### src/rtl/instr_fetch.sv
// rtl/instr_fetch.sv - instruction fetch stage with redirect, stall and flush handling
//
// Fetches one instruction word per request from instruction memory and holds
// it in a single output slot for the decode/control stage.
//
// Parameters:
//   RESET_PC  PC loaded on reset (word aligned)
//   PC_STEP   sequential PC increment in bytes
//
// Ports:
//   clk          in   1   clock, rising edge
//   rst_n        in   1   synchronous active-low reset
//   imem_req     out  1   instruction-memory read request
//   imem_addr    out  32  byte address of the request
//   imem_ack     in   1   read data valid this cycle
//   imem_rdata   in   32  instruction word, valid with imem_ack
//   redirect_en  in   1   one-cycle redirect pulse
//   redirect_pc  in   32  redirect target
//   stall        in   1   downstream cannot accept the held instruction
//   if_valid     out  1   held instruction is valid
//   if_instr     out  32  held instruction word
//   if_pc        out  32  address of if_instr
//   if_pc4       out  32  if_pc + PC_STEP
//   op           out  6   if_instr[31:26]
//   misalign     out  1   sticky misaligned-redirect flag (IF_ALIGN_CHECK_EN only)
//
// Optional feature macro: IF_ALIGN_CHECK_EN
//   defined   : misaligned redirect target sets misalign and parks in ERROR
//   undefined : redirect target low two bits are cleared when loaded

module instr_fetch #(
  parameter logic [31:0] RESET_PC = 32'h0000_0000,
  parameter int unsigned PC_STEP  = 4
) (
  input  logic        clk,
  input  logic        rst_n,
  output logic        imem_req,
  output logic [31:0] imem_addr,
  input  logic        imem_ack,
  input  logic [31:0] imem_rdata,
  input  logic        redirect_en,
  input  logic [31:0] redirect_pc,
  input  logic        stall,
  output logic        if_valid,
  output logic [31:0] if_instr,
  output logic [31:0] if_pc,
  output logic [31:0] if_pc4,
  output logic [5:0]  op
`ifdef IF_ALIGN_CHECK_EN
  ,
  output logic        misalign
`endif
);

  localparam logic [31:0] STEP = 32'(PC_STEP);

  typedef enum logic [1:0] {
    S_FETCH     = 2'd0,
    S_WAIT_SLOT = 2'd1,
    S_FLUSH     = 2'd2,
    S_ERROR     = 2'd3
  } state_t;

  state_t      state;
  state_t      state_nxt;
  logic [31:0] pc;
  logic [31:0] flush_pc;     // redirect target held while the old request drains
  logic        pending;      // a request was issued and not yet acknowledged
  logic        slot_free;
  logic        ack_fire;
  logic        redir_bad;
  logic [31:0] redir_target;

  assign slot_free    = !if_valid || !stall;
  assign ack_fire     = imem_req && imem_ack;
  assign redir_target = redirect_pc & ~32'h3;
  assign op           = if_instr[31:26];

`ifdef IF_ALIGN_CHECK_EN
  assign redir_bad = redirect_en && (redirect_pc[1:0] != 2'b00);
`else
  assign redir_bad = 1'b0;
`endif

  // State register
  always_ff @(posedge clk) begin
    if (!rst_n) begin
      state <= S_FETCH;
    end else begin
      state <= state_nxt;
    end
  end

  // Next-state logic
  always_comb begin
    state_nxt = state;
    case (state)
      S_FETCH: begin
        if (redirect_en) begin
          if (redir_bad)
            state_nxt = S_ERROR;
          else if (imem_req && !imem_ack)
            state_nxt = S_FLUSH;
          else
            state_nxt = S_FETCH;
        end else if (!imem_req) begin
          state_nxt = S_WAIT_SLOT;
        end
      end
      S_WAIT_SLOT: begin
        if (redirect_en)
          state_nxt = redir_bad ? S_ERROR : S_FETCH;
        else if (slot_free)
          state_nxt = S_FETCH;
      end
      S_FLUSH: begin
        if (redir_bad)
          state_nxt = S_ERROR;
        else if (imem_ack)
          state_nxt = S_FETCH;
      end
      default: state_nxt = S_ERROR;
    endcase
  end

  // Output logic: an issued request is held until acknowledged, so a pending
  // request keeps imem_req up even if the slot would not otherwise be free.
  always_comb begin
    imem_req  = 1'b0;
    imem_addr = pc;
    if (rst_n) begin
      case (state)
        S_FETCH: imem_req = pending || slot_free;
        S_FLUSH: imem_req = 1'b1;
        default: imem_req = 1'b0;
      endcase
    end
  end

  // Datapath: PC, output slot and request bookkeeping
  always_ff @(posedge clk) begin
    if (!rst_n) begin
      pc       <= RESET_PC;
      flush_pc <= RESET_PC;
      pending  <= 1'b0;
      if_valid <= 1'b0;
      if_instr <= 32'h0;
      if_pc    <= 32'h0;
      if_pc4   <= 32'h0;
    end else begin
      pending <= imem_req && !imem_ack && (state_nxt != S_ERROR);

      if (if_valid && !stall)
        if_valid <= 1'b0;

      if (redirect_en && (state != S_ERROR)) begin
        // Redirect wins over any same-cycle capture.
        if_valid <= 1'b0;
        if (redir_bad) begin
          pc <= pc;
        end else if (state_nxt == S_FLUSH) begin
          flush_pc <= redir_target;
        end else begin
          pc <= redir_target;
        end
      end else if (ack_fire && (state == S_FLUSH)) begin
        // Drained the stale request; its data is dropped.
        pc <= flush_pc;
      end else if (ack_fire && (state == S_FETCH)) begin
        if_instr <= imem_rdata;
        if_pc    <= pc;
        if_pc4   <= pc + STEP;
        if_valid <= 1'b1;
        pc       <= pc + STEP;
      end

      if (state == S_ERROR)
        if_valid <= 1'b0;
    end
  end

`ifdef IF_ALIGN_CHECK_EN
  always_ff @(posedge clk) begin
    if (!rst_n) begin
      misalign <= 1'b0;
    end else if (redir_bad && (state != S_ERROR)) begin
      misalign <= 1'b1;
    end
  end
`endif

endmodule

### config.mk
export PLATFORM = sky130hd
export DESIGN_NAME = instr_fetch
export DESIGN_NICKNAME = d
export VERILOG_FILES = /design/src/rtl/instr_fetch.sv
export SDC_FILE = /design/constraint.sdc
export NUM_CORES = 1
export LEC_CHECK = 0
export ABC_CLOCK_PERIOD_IN_PS = 5500
export CELL_PAD_IN_SITES_DETAIL_PLACEMENT = 0
export CELL_PAD_IN_SITES_GLOBAL_PLACEMENT = 1
export CORE_ASPECT_RATIO = 1.75
export CORE_UTILIZATION = 37
export DETAILED_ROUTE_END_ITERATION = 7
export PLACE_DENSITY = 0.95
export SYNTH_ARGS = -nofsm -noshare
export SYNTH_HDL_FRONTEND = slang
export SYNTH_SLANG_ARGS = --single-unit
### constraint.sdc
create_clock -name clk -period 5.5 [get_ports clk]
set_input_delay 1.1 -clock clk [delete_from_list [all_inputs] [get_ports clk]]
set_output_delay 1.1 -clock clk [all_outputs]
set_load 0.03 [all_outputs]
==> impl_metrics.py <==
metrics = {
    "routing": {
        "routed_wl_um": 20900,
        "viasPerCell": 5.30,
        "drt_first_pass_iters": 6,
        "wire_per_inst_um": 16.6,
        "post-route-drc-count": 0,
        "ant_nets": 0,
        "vias": 6658,
        "drt_iter0_markers": 515,
    },
    "cts": {
        "cts_setup_buffers": 0,
        "cts_sinks": 156,
        "htreeDepth": 4,
        "tritoncts": "yes",
        "clkTransAtPathRegs_ns": 0.06,
        "cts_buffers": 17,
        "cts-resized-gates": 0,
        "cts_root_buf": "clkbuf_16",
        "cts-hold-fix-buffers": 0,
        "clkLatencyLatePin_ns": 0.43,
        "clock_path_buffers": 2,
    },
    "final_layout": {
        "fillCellCount": 1757,
        "drive_above_1_share_pct": 6.39,
        "syn2layout_area_growth_pct": 36.9,
        "utilization_pct": 51.6,
        "antenna_cells": 0,
        "final_net_count": 1075,
    },
    "critical_path": {
        "crit_path_end": "imem_req",
        "critPathRequiredTime_ns": 4.40,
        "crit_arrival_ns": 2.70,
        "r2r_setup_slack_ns": 2.74,
        "regToRegStartpoint": "state[0]",
        "path_class": "primary input to output port",
        "crit_path_start_kind": "primary input",
        "critPathMaxFanout": 7,
        "r2r-end": "imem_addr[25]",
        "end_kind": "output port",
        "ff2ff_path_depth": 5,
        "crit_path_start": "rst_n",
    },
    "power_and_ir_drop": {
        "switchingPower_w": 0.000810,
        "p_total_w": 0.00291,
        "p_int_w": 0.00210,
        "power_density_mw_per_mm2": 304,
        "clockPowerShare_pct": 41.8,
        "ir_drop_mv": 0.194,
        "switching_share_pct": 27.8,
        "power.leakage_nw": 3.31,
        "p_comb_share_pct": 15.4,
        "seqPwrFrac_pct": 42.8,
    },
    "global_routing": {
        "grt_max_degree": 101,
        "grt_use_total_pct": 21.3,
        "overflow": 0,
        "antenna_found_initial": 0,
        "grt_pass1_wl_um": 32400,
        "first_global_vias": 6092,
    },
    "synthesis": {
        "synth-seq-cells": 156,
        "avgSynthCellArea_um2": 8.15,
        "synth-main-ff-cell": "dfxtp_1",
        "ys_warn_count": 0,
        "synth.distinct_cells": 58,
        "synthCells": 859,
        "synth_edf_count": 0,
        "yosysSeqAreaShare_pct": 44.6,
        "synth-async-reset-ratio_pct": 0,
        "syn-cell-area_mm2": 0.00700,
    },
    "timing": {
        "maxSlewViolCount": 0,
        "relSlewSlack_pct": 29.2,
        "setup_violations": 0,
        "clock_skew_ns": 0.0125,
        "fin_tns_setup_ns": 0,
        "rsz0062_at_grt": "false",
        "worst_slack_ns": 1.70,
        "worst_pin_slew_ns": 1.06,
        "fmax_ghz": 0.263,
        "period_minus_slack_ns": 3.80,
        "hold_ws_ns": 0.452,
        "fin_crit_sh_pct": 69.1,
        "hold_viol_final": 0,
    },
    "floorplanning": {
        "core_mm2": 0.0186,
        "num_rows": 66,
        "die-height_um": 184,
        "die_width_um": 106,
        "ioPinCount": 205,
        "initial_core_util_pct": 37.7,
        "dieArea_mm2": 0.0195,
    },
    "run_status": {
        "status": "finished, final reports clean",
    },
    "placed_design": {
        "portBuffers": 196,
        "dpl_worst_slack_ns": 1.67,
        "gp_congestion": 0.846,
        "hpwlAfterDp_um": 14600,
    },
    "min_path": {
        "hold_class": "flop to flop",
    },
    "run": {
        "max_cap_viol_count": 0,
    },
}
==> flip-flops by register name, indices dropped and copies added (netlist names) <==
register,cells
if_pc,30
flush_pc,30
if_instr,32
if_valid,1
pending,1
imem_addr,30
if_pc4,30
state,2
==> final cells by class <==
class	instances	area, um2	share of cell area [%]
clock buffers	20	447	4.66
inverters	10	40.0	0.418
repair buffers	205	2030	21.2
clock inverters	12	164	1.71
multi-input cells	615	3480	36.3
well taps	238	298	3.11
flip-flops and latches	156	3120	32.6
==> cell usage in the layout (no fill, tap or decap), types with 5 or more instances in the layout <==
cell	count
a211o_1	8
a211oi_1	15
a21oi_1	105
a31oi_1	12
and2_1	9
and3_1	7
buf_4	9
clkbuf_16	17
clkdlybuf4s50_1	196
conb_1	6
dfxtp_1	156
inv_1	9
mux2i_1	35
nand2_1	169
nand3_1	20
nand4_1	8
nor2_1	73
nor3_1	12
o21ai_0	37
o22ai_1	7
or3_1	5
xnor2_1	13
xor2_1	10
==> critical path, stage by stage <==
cell             delay (ns)
clkdlybuf4s50_1        0.47
and2b_1                0.25
and2_1                 0.20
clkdlybuf4s50_1        0.68
==> worst min-delay path by stage <==
stage / start / to / depth (start not counted)
after CTS: if_instr[16] / if_instr[16] / 2
after detailed placement: if_instr[16] / if_instr[16] / 2
final: if_instr[11] / if_instr[11] / 2
after global placement: if_pc[21] / if_pc[21] / 2
after floorplan: flush_pc[10] / flush_pc[10] / 2
after global routing: if_instr[19] / if_instr[19] / 2
==> cells in the mapped netlist (4+ instances only) <==
library cell / number / area [um2]
nand2_1: 169 / 634
dfxtp_1: 156 / 3120
a21oi_1: 105 / 526
nor2_1: 73 / 274
clkbuf_1: 46 / 173
o21ai_0: 37 / 185
mux2i_1: 35 / 350
buf_2: 20 / 100
nand3_1: 20 / 100
a211oi_1: 15 / 113
buf_4: 15 / 113
xnor2_1: 13 / 114
a31oi_1: 12 / 75.1
nor3_1: 12 / 60.1
xor2_1: 10 / 87.6
and2_1: 9 / 56.3
inv_1: 9 / 33.8
a211o_1: 8 / 70.1
and3_1: 8 / 50.1
nand4_1: 8 / 50.1
o22ai_1: 7 / 43.8
nor4_1: 5 / 31.3
or3_1: 5 / 31.3
and4_1: 4 / 35.0
o21a_1: 4 / 30.0
==> per-layer routing <==
layer / wire length (um) / track usage (%) / up-vias
li1: - / - / 3284
met4: 865 / 12.9 / 0
met1: 8410 / 23.6 / 3044
met2: 10500 / 37.5 / 275
met5: 0 / 0 / -
met3: 1080 / 3.83 / 55
==> logic make-up after synthesis <==
family,count (synthesis),share of synthesized area [%]
other,1,0.0536
AO/OA/AOI/OAI,218,18.8
flip-flops,156,44.6
multiplexers,38,5.49
buffers and inverters,93,6.15
XOR/XNOR,23,2.88
adder cells (fa/ha/maj),1,0.179
AND/OR/NAND/NOR,329,21.8
==> power by group through the flow <==
stage | clock network [W] | logic (W) | registers (W)
after floorplan | 0 | 0.000200 | 0.00133
after global placement | 0 | 0.000444 | 0.00127
after detailed placement | 0 | 0.000448 | 0.00127
after CTS | 0.00124 | 0.000450 | 0.00125
after global routing | 0.00128 | 0.000479 | 0.00125
final | 0.00122 | 0.000448 | 0.00125
==> metrics by stage <==
step	cell area, um2	cells
after global routing	9580	1256
final	9580	1256
after global placement	8970	1224
after detailed placement	8970	1224
after floorplan	7020	864
after CTS	9580	1256
Power figures use the tool's default switching activity.
